===== src/rtl/ws2812_pkg.sv =====
// Shared WS2812 timing constants, ns-to-cycle helper and receiver state encoding.
// Pure declarations: no latency, no backpressure.
package ws2812_pkg;

    localparam int unsigned T0H_NS      = 400;
    localparam int unsigned T1H_NS      = 800;
    localparam int unsigned TRESET_NS   = 50000;
    localparam int unsigned MIN_HIGH_NS = 167;
    localparam int unsigned SPLIT_NS    = 667;
    localparam int unsigned MAX_HIGH_NS = 1500;
    localparam int unsigned DEF_CLK_HZ  = 12_000_000;

    // Truncating conversion; 64-bit product avoids overflow at MHz clocks.
    function automatic int unsigned ns_to_cycles(input int unsigned ns, input int unsigned clk_hz);
        logic [63:0] prod;
        prod = (64'(ns) * 64'(clk_hz)) / 64'd1_000_000_000;
        return 32'(prod);
    endfunction

    localparam int unsigned DEF_NUM_LEDS  = 7;
    localparam int unsigned DEF_MIN_HIGH  = ns_to_cycles(MIN_HIGH_NS, DEF_CLK_HZ);
    localparam int unsigned DEF_BIT_SPLIT = ns_to_cycles(SPLIT_NS, DEF_CLK_HZ);
    localparam int unsigned DEF_MAX_HIGH  = ns_to_cycles(MAX_HIGH_NS, DEF_CLK_HZ);
    localparam int unsigned DEF_RESET_LOW = ns_to_cycles(TRESET_NS, DEF_CLK_HZ);

    typedef enum logic [1:0] {
        SYNC,
        IDLE,
        HIGH,
        LOW
    } rx_state_e;

endpackage


===== src/rtl/pulse_width_meter.sv =====
// Synchronises din, detects edges and measures run lengths of the synchronised level.
// Strobes valid 2 cycles after the din edge; no backpressure.
module pulse_width_meter #(
    parameter int unsigned SAT = 600,
    parameter int unsigned CW  = $clog2(SAT + 1)
) (
    input  logic          clk,
    input  logic          reset,
    input  logic          din_i,
    output logic          level_o,
    output logic          rise_o,
    output logic          fall_o,
    output logic [CW-1:0] width_o,
    output logic [CW-1:0] run_o
);

    localparam logic [CW-1:0] SAT_C = CW'(SAT);

    logic          sync1_q;
    logic          din_s_q;
    logic          din_d_q;
    logic [CW-1:0] cnt_q;

    always_ff @(posedge clk or posedge reset) begin
        if (reset) begin
            sync1_q <= 1'b0;
            din_s_q <= 1'b0;
            din_d_q <= 1'b0;
            cnt_q   <= '0;
        end else begin
            sync1_q <= din_i;
            din_s_q <= sync1_q;
            din_d_q <= din_s_q;
            cnt_q   <= run_o;
        end
    end

    assign level_o = din_s_q;
    assign rise_o  = din_s_q & ~din_d_q;
    assign fall_o  = ~din_s_q & din_d_q;
    // On an edge strobe cnt_q still holds the length of the run that just ended.
    assign width_o = cnt_q;

    always_comb begin
        if (rise_o || fall_o) begin
            run_o = CW'(1);
        end else if (cnt_q >= SAT_C) begin
            run_o = SAT_C;
        end else begin
            run_o = cnt_q + CW'(1);
        end
    end

endmodule


===== src/rtl/ws2812_rx.sv =====
// ws2812_rx: decodes a WS2812 NRZ stream into 24-bit words tagged with their LED index.
// Pulses assert 3 clk cycles after the completing din edge; no backpressure.
module ws2812_rx
    import ws2812_pkg::*;
#(
    parameter int unsigned NUM_LEDS  = DEF_NUM_LEDS,
    parameter int unsigned BIT_SPLIT = DEF_BIT_SPLIT,
    parameter int unsigned MIN_HIGH  = DEF_MIN_HIGH,
    parameter int unsigned MAX_HIGH  = DEF_MAX_HIGH,
    parameter int unsigned RESET_LOW = DEF_RESET_LOW
) (
    input  logic        clk,
    input  logic        reset,
    input  logic        din,
    output logic [23:0] rgb_data,
    output logic [7:0]  led_num,
    output logic        pixel_valid,
    output logic        overflow,
    output logic        frame_done,
    output logic        err
);

    localparam int unsigned   CW      = $clog2(RESET_LOW + 1);
    localparam logic [CW-1:0] MIN_W   = CW'(MIN_HIGH);
    localparam logic [CW-1:0] SPLIT_W = CW'(BIT_SPLIT);
    localparam logic [CW-1:0] STUCK_W = CW'(MAX_HIGH + 1);
    localparam logic [CW-1:0] GAP_W   = CW'(RESET_LOW);

    logic          level;
    logic          rise;
    logic          fall;
    logic [CW-1:0] width;
    logic [CW-1:0] run;

    pulse_width_meter #(
        .SAT (RESET_LOW),
        .CW  (CW)
    ) u_meter (
        .clk     (clk),
        .reset   (reset),
        .din_i   (din),
        .level_o (level),
        .rise_o  (rise),
        .fall_o  (fall),
        .width_o (width),
        .run_o   (run)
    );

    rx_state_e   state_q, state_d;
    logic [4:0]  bit_cnt_q, bit_cnt_d;
    logic [7:0]  word_cnt_q, word_cnt_d;
    logic [23:0] shift_q, shift_d;
    logic [23:0] rgb_q, rgb_d;
    logic [7:0]  led_q, led_d;
    logic        pv_q, pv_d;
    logic        ov_q, ov_d;
    logic        fd_q, fd_d;
    logic        err_q, err_d;
    logic [23:0] word_next;

    always_ff @(posedge clk or posedge reset) begin
        if (reset) begin
            state_q    <= SYNC;
            bit_cnt_q  <= '0;
            word_cnt_q <= '0;
            shift_q    <= '0;
            rgb_q      <= '0;
            led_q      <= '0;
            pv_q       <= 1'b0;
            ov_q       <= 1'b0;
            fd_q       <= 1'b0;
            err_q      <= 1'b0;
        end else begin
            state_q    <= state_d;
            bit_cnt_q  <= bit_cnt_d;
            word_cnt_q <= word_cnt_d;
            shift_q    <= shift_d;
            rgb_q      <= rgb_d;
            led_q      <= led_d;
            pv_q       <= pv_d;
            ov_q       <= ov_d;
            fd_q       <= fd_d;
            err_q      <= err_d;
        end
    end

    assign word_next = {shift_q[22:0], (width >= SPLIT_W)};

    always_comb begin
        state_d    = state_q;
        bit_cnt_d  = bit_cnt_q;
        word_cnt_d = word_cnt_q;
        shift_d    = shift_q;
        rgb_d      = rgb_q;
        led_d      = led_q;
        pv_d       = 1'b0;
        ov_d       = 1'b0;
        fd_d       = 1'b0;
        err_d      = 1'b0;
        case (state_q)
            SYNC: begin
                if (!level && run == GAP_W) begin
                    state_d = IDLE;
                end
            end
            IDLE: begin
                if (rise) begin
                    state_d = HIGH;
                end
            end
            HIGH: begin
                if (fall) begin
                    if (width < MIN_W) begin
                        err_d      = 1'b1;
                        bit_cnt_d  = '0;
                        word_cnt_d = '0;
                        state_d    = SYNC;
                    end else begin
                        shift_d = word_next;
                        state_d = LOW;
                        if (bit_cnt_q == 5'd23) begin
                            bit_cnt_d = '0;
                            rgb_d     = word_next;
                            led_d     = word_cnt_q;
                            if (32'(word_cnt_q) >= NUM_LEDS) begin
                                ov_d = 1'b1;
                            end else begin
                                pv_d = 1'b1;
                            end
                            if (word_cnt_q != 8'hFF) begin
                                word_cnt_d = word_cnt_q + 8'd1;
                            end
                        end else begin
                            bit_cnt_d = bit_cnt_q + 5'd1;
                        end
                    end
                end else if (run == STUCK_W) begin
                    // Stuck high: report once, then stay silent until a full latch gap.
                    err_d      = 1'b1;
                    bit_cnt_d  = '0;
                    word_cnt_d = '0;
                    state_d    = SYNC;
                end
            end
            LOW: begin
                if (rise) begin
                    state_d = HIGH;
                end else if (run == GAP_W) begin
                    fd_d       = 1'b1;
                    err_d      = (bit_cnt_q != 5'd0);
                    bit_cnt_d  = '0;
                    word_cnt_d = '0;
                    state_d    = IDLE;
                end
            end
            default: state_d = SYNC;
        endcase
    end

    assign rgb_data    = rgb_q;
    assign led_num     = led_q;
    assign pixel_valid = pv_q;
    assign overflow    = ov_q;
    assign frame_done  = fd_q;
    assign err         = err_q;

endmodule


===== config.mk =====
export PLATFORM = sky130hd
export DESIGN_NAME = ws2812_rx
export DESIGN_NICKNAME = d
export VERILOG_FILES = /design/src/rtl/ws2812_pkg.sv /design/src/rtl/pulse_width_meter.sv /design/src/rtl/ws2812_rx.sv
export SDC_FILE = /design/constraint.sdc
export NUM_CORES = 1
export LEC_CHECK = 0
export ABC_CLOCK_PERIOD_IN_PS = 3600
export BUFFER_PORTS_ARGS = -buffer_cell sky130_fd_sc_hd__buf_2
export CAP_MARGIN = 20
export CORE_UTILIZATION = 60
export CTS_BUF_LIST = sky130_fd_sc_hd__clkbuf_8
export DETAILED_ROUTE_END_ITERATION = 6
export GPL_TIMING_DRIVEN = 1
export HOLD_SLACK_MARGIN = 0.1
export PLACE_DENSITY = 0.92
export SETUP_SLACK_MARGIN = 0.02
export SYNTH_ARGS = -nofsm -noshare
export SYNTH_HDL_FRONTEND = slang
export SYNTH_SLANG_ARGS = --single-unit

===== constraint.sdc =====
create_clock -name clk -period 3.6 [get_ports clk]
set_input_delay 0.54 -clock clk [delete_from_list [all_inputs] [get_ports clk]]
set_output_delay 0.54 -clock clk [all_outputs]
set_load 0.05 [all_outputs]

Word level (Yosys, flattened, before mapping)
Index checks and enable logic that the tools add are counted.
W data, S select, Z words.
{"block": "classes", "addsub": 3, "mul": 0, "div": 0, "order_cmp": 4, "eq_ne": 15, "n_shift": 0, "muxes": 44, "n_bitwise": 5, "n_reduce_logical": 11}
{"cell": "$mux W8", "n": 7}
{"cell": "$mux W5", "n": 6}
{"cell": "$mux W10", "n": 2}
{"cell": "$mux W1", "n": 18}
{"cell": "$pmux W8 S2", "n": 1}
{"cell": "$mux W2", "n": 7}
{"cell": "$reduce_and A4 Y1", "n": 3}
{"cell": "$add A10 B1 Y10 const B", "n": 1}
{"cell": "$eq A10 B10 Y1 const B", "n": 1}
{"cell": "$eq A10 B5 Y1 const B", "n": 1}
{"cell": "$ge A10 B10 Y1 const B", "n": 1}
{"cell": "$ge A10 B4 Y1 const B", "n": 1}
{"cell": "$lt A10 B2 Y1 const B", "n": 1}
{"cell": "$pmux W5 S2", "n": 1}
{"cell": "$add A8 B1 Y8 const B", "n": 1}
{"cell": "$ge A8 B3 Y1 const B", "n": 1}
{"cell": "$ne A4 B4 Y1 const B", "n": 2}
{"cell": "$ne A8 B8 Y1 const B", "n": 1}
{"cell": "$pmux W2 S4", "n": 1}
{"cell": "$ne A2 B2 Y1 const B", "n": 3}
{"cell": "$ne A3 B2 Y1 const B", "n": 2}
{"cell": "$reduce_and A6 Y1", "n": 1}
{"cell": "$add A5 B1 Y5 const B", "n": 1}
{"cell": "$eq A5 B5 Y1 const B", "n": 1}
{"cell": "13 further kinds", "n": 17}
{"block": "totals", "regBits": 87, "latchBits": 0, "ram_bits": 0, "rom_bits": 0, "in_bits": 3, "out_inout_bits": 36, "wordCells": 96, "n_memories": 0}

Logic depth before layout (Yosys ltp)
{"block": "depth", "depth_word": 8, "ltp_mapped": 9, "depth_no_buf": 8}

Hierarchy
Synthesis repeated with hierarchy kept, for this count alone.
{"block": "hier_totals", "cells_unflattened": 307, "area_unflattened_um2": 3927.5}
{"module": "ws2812_rx", "instances": 1, "cells_each": 247, "area_per_inst_um2": 3308.2, "seq_area_each_um2": 1851.8}
{"module": "pulse_width_meter", "instances": 1, "cells_each": 60, "area_per_inst_um2": 619.3, "seq_area_each_um2": 325.3}

Worst setup path before layout
OpenSTA, ideal clock, no wires.
{"block": "synth_timing", "path_kind": "flip-flop to flip-flop", "from": "register u_meter.cnt_q[0] (netlist: u_meter.width_o[0])", "to": "register word_cnt_q[1]", "setup_ns": 0.079, "arrival_time_ns": 1.953, "required_time_ns": 3.521, "setup_slack_ns": 1.568, "stages_incl_launch_ff": 9, "n_path_buf": 0, "synth_period_minus_slack_ns": 2.032, "path_cell_list": "dfrtp_1 > inv_1 > ha_1 > nand2b_1 > a2111oi_2 > and3_1 > a21oi_2 > a2bb2oi_4 > mux2i_1"}
{"block": "synth_between", "elab_chain_len": 6, "word_cells_on_any_way": 15, "classes_between": "add/sub (1); order compare (2); eq/ne (6); mux (5); reduce/logical (1)"}
{"item": "start: declaration", "line": "pulse_width_meter.sv:22", "text": "logic [CW-1:0] cnt_q;"}
{"item": "start signal: assignment", "line": "pulse_width_meter.sv:34", "text": "cnt_q <= run_o;"}
{"item": "$add A10 B1 Y10 / $ge A10 B10 Y1 (equally long branches)", "line": "pulse_width_meter.sv:50, pulse_width_meter.sv:47"}
{"item": "$mux W10", "line": "pulse_width_meter.sv:47", "text": "end else if (cnt_q >= SAT_C) begin"}
{"item": "$mux W10", "line": "pulse_width_meter.sv:45", "text": "if (rise_o || fall_o) begin"}
{"item": "$eq A10 B5 Y1 / $eq A10 B10 Y1 (equally long branches)", "line": "ws2812_rx.sv:137, ws2812_rx.sv:148"}
{"item": "$ne A3 B2 Y1 (no source line) / $ne A2 B2 Y1 (equally long branches)"}
{"item": "$reduce_and A6 Y1 (no source line)"}
{"item": "end signal: assignment", "line": "ws2812_rx.sv:76", "text": "word_cnt_q <= word_cnt_d;"}
{"item": "end: declaration", "line": "ws2812_rx.sv:51", "text": "logic [7:0] word_cnt_q, word_cnt_d;"}
Parallel ways exist; a longest one is shown, timed or not.
A chain may end at the register's enable or synchronous reset.

Final worst setup path
{"block": "layout_timing", "from": "register u_meter.cnt_q[5] (netlist: u_meter.width_o[5])", "to": "register rgb_q[21] (netlist: rgb_data[21])"}
{"block": "layout_between", "elab_chain_len": 3}
{"item": "$lt A10 B2 Y1", "line": "ws2812_rx.sv:113", "text": "if (width < MIN_W) begin"}
{"item": "$not A1 Y1 (no source line)"}
{"item": "$reduce_and A4 Y1 (no source line)"}
{"item": "end signal: assignment", "line": "ws2812_rx.sv:78", "text": "rgb_q <= rgb_d;"}
{"item": "end: declaration", "line": "ws2812_rx.sv:53", "text": "logic [23:0] rgb_q, rgb_d;"}
No other way between the ends.

==> results.md <==
- Status: finished, final reports clean
- Final setup viols: 0
- Max-slew violations: 0
- Die ar.: 6820 um2
- CP startpoint: u_meter.width_o[5]
- Reg2reg start: u_meter.width_o[5]
- RSZ-0062 raised after global routing: false
- Grt ovf: 0
- Setup_tns: 0 ns
- #FFs+latches synth: 87
- CP max stage cell: nor2_4
- Setup WS pre-CTS: 1.18 ns
- TritonCTS clock tree: done
- Worst path required time: around 3.8 ns
- Worst r2r path cells: 6
- R2R Path End: rgb_data[21]
- Leak: 2.26 nW
- DRT iter0 DRCs: 172
- Width of the die: 82.6 um
- Synth cell types: roughly 50
- Period utilization: 69.5%
- GPL Wtd Cong: roughly 0.92
- Largest net degree at the start of global routing: 35
- Share of layout cells above drive strength 1: 19.1%
- Initial core utilization: a little under two thirds
- Sequential area share after synthesis: 55.9%
- Slew HR: 36.2%
- CTS clk-pin slew, worst paths: about 0.08 ns
- Area taken by flip-flops and latches: 2180 um2
- Setup Fix Bufs, Post-CTS: 0
- Fillers: 424
- GRT Overall Usage: 24.4%
- Area of the multi-input gates: 1560 um2
- Buffers and inverters on the worst path: 1
- DRC: 0
- Hold Crit Class: input pin to async pin
- WL final: about 7000 um
- First-pass GRT wire length: 12100 um
- Post-Syn Instances: 309
- Cts bufs inserted: 9
- Commonest non-fill, non-tap cell in the layout: dfrtp_1
- Peak supply drop: 0.325 mV
- Drt wl/cell: 16.5 um
- WHS: 0.154 ns
- DR vias/cell: 5.88
- Initial antenna violation count: 0
- Skew final: 0.0120 ns
- Core ar.: 6100 um2
- Kind of critical path: register to register
- Clock buffer depth: 2
- Worst-path fanout max: 34
- Min Tclk post-route: roughly 2.5 ns
- Die Ht: 82.6 um
- Remaining antenna violation count after routing: 0
- # IOs: 39
- Root Buffer: clkbuf_8
- Final Hold Viols: 0
- Achievable Freq: 400 MHz
- Row count: 28
- Number of global-route vias before repair: 2638
- Post-Syn Area: 3890 um2
- Post-Synthesis Net Count: 319
- Worst-Margin Slew: 0.954 ns
- Post-cts resize count: 0
- Num Clock Sinks: 87
- Crit path cell chain: nor3_1, nand3_1, o311a_1, clkinv_2, nor2_4, mux2_1
- H-tree levels: 3
- CP startpoint kind: register
- CP Capture Type: register
- Synth warn: 0
- PD cells: 431 nW/um2
- PnR worst setup slack: 1.10 ns
- Antenna Cells: 0
- IO Port Bufs: 38
- DP Wirelength: 4790 um
- CP delay by family, top: simple AND/OR/NAND/NOR gates
- Detailed Routing Iterations Pass 1: 4
- Worst EP arrival: 2.74 ns
- Commonest cells after routing, fill and taps aside: dfrtp_1, mux2_1, buf_2
- R2r setup slk: 1.10 ns
- Via Count: 2505
- Max-Cap Viols: 0
- Slowest stage delay, CP: around 0.75 ns
- Later-pin clock latency in the skew report: between 0.3 and 0.4 ns
- Synth Area per Inst: 12.6 um2
- Hold Buf Count CTS: 0
- Area grow syn2layout: 11.6%
- Nets: 356
==> metal layers <==
layer | global-route usage (%) | part of all wire, % | up-vias
met3 | 8.24 | 3.9 | 17
met5 | 0 | 0 | -
met2 | 42.8 | 52 | 57
li1 | - | - | 1168
met1 | 27.6 | 42 | 1263
met4 | 8.62 | 2.2 | 0
==> cell type report <==
cell class	count	area share [%]
inverters	16	1.44
repair buffers	41	4.90
multi-input cells	191	35.9
well taps	75	2.16
clock inverters	5	2.02
flip-flops and latches	87	50.1
clock buffers	11	3.49
==> per-stage QoR <==
stage	total power, mW	instance area [um2]	std cells	utilization [%]
3_3_place_gp	1.11	4110	410	67.3
4_1_cts	1.89	4340	426	71.3
5_1_grt	1.95	4340	426	71.3
2_1_floorplan	1.09	3890	309	-
6_report	1.87	4340	426	71.3
3_5_place_dp	1.11	4110	410	67.3
==> how the worst max path moves through the flow <==
stage / to / slack, ns / cells after the start
after floorplan: bit_cnt_q[0] / 0.81 / 1
after global placement: rgb_data[2] / 1.24 / 6
after detailed placement: rgb_data[4] / 1.18 / 6
after CTS: rgb_data[21] / 1.10 / 6
after global routing: word_cnt_q[1] / 0.91 / 8
final: rgb_data[21] / 1.10 / 6
==> worst register-to-register path: cells and delay by family (launching register included) <==
family | cells | cell delay, ns
AND/OR/NAND/NOR | 3 | 1.07
flip-flops | 1 | 0.52
multiplexers | 1 | 0.45
AO/OA/AOI/OAI | 1 | 0.24
buffers and inverters | 1 | 0.11
==> synth_stat cells, drive strengths merged <==
master   instances  area [um2]
a2111oi          1        15.0
a21boi           4        30.0
a21o             1        7.51
a21oi           10        53.8
a22oi            3        22.5
a2bb2oi          1        26.3
a31oi            8        50.1
a32oi            1        8.76
a41oi            1        8.76
and2             3        18.8
and3             8        50.1
and4bb           1        16.3
buf             13        88.8
clkbuf           2        7.51
clkinv           1        5.00
dfrtp           87        2180
ha               7        87.6
inv             15        56.3
mux2            55         619
mux2i            6        60.1
nand2           15        56.3
nand2b           6        37.5
nand3            8        40.0
nand4            5        31.3
nor2            14        62.6
nor3             5        25.0
nor3b            1        7.51
nor4             1        6.26
nor4b            1        8.76
o211ai           1        7.51
o21a             2        15.0
o21ai            5        25.0
o21bai           2        15.0
o22ai            1        6.26
o311a            1        10.0
o311ai           2        35.0
o31a             1        8.76
o31ai            1        7.51
xnor2            7        61.3
xor2             2        17.5
==> logic make-up after synthesis <==
logic type,share of synthesized area (%)
xor+xnor,2.02
fa+ha+maj,2.25
flops,55.9
mux,17.4
simple gates,9.25
buf+inv,4.05
compound gates,9.06
==> sequential cells by signal, summed over array words and instances, names as in the netlist <==
name / count
bit_cnt_q: 5
err: 1
frame_done: 1
led_num: 8
overflow: 1
pixel_valid: 1
rgb_data: 24
shift_q: 23
state_q: 2
u_meter.din_d_q: 1
u_meter.level_o: 1
u_meter.sync1_q: 1
u_meter.width_o: 10
word_cnt_q: 8
==> where the power goes <==
part,total [mW],internal (mW),switching [mW]
clock,0.779,0.434,0.344
combinational,0.0880,0.0271,0.0609
sequential,1.01,0.986,0.0199
total,1.87,1.45,0.425
Note: power is estimated with default switching activity, not from simulation.
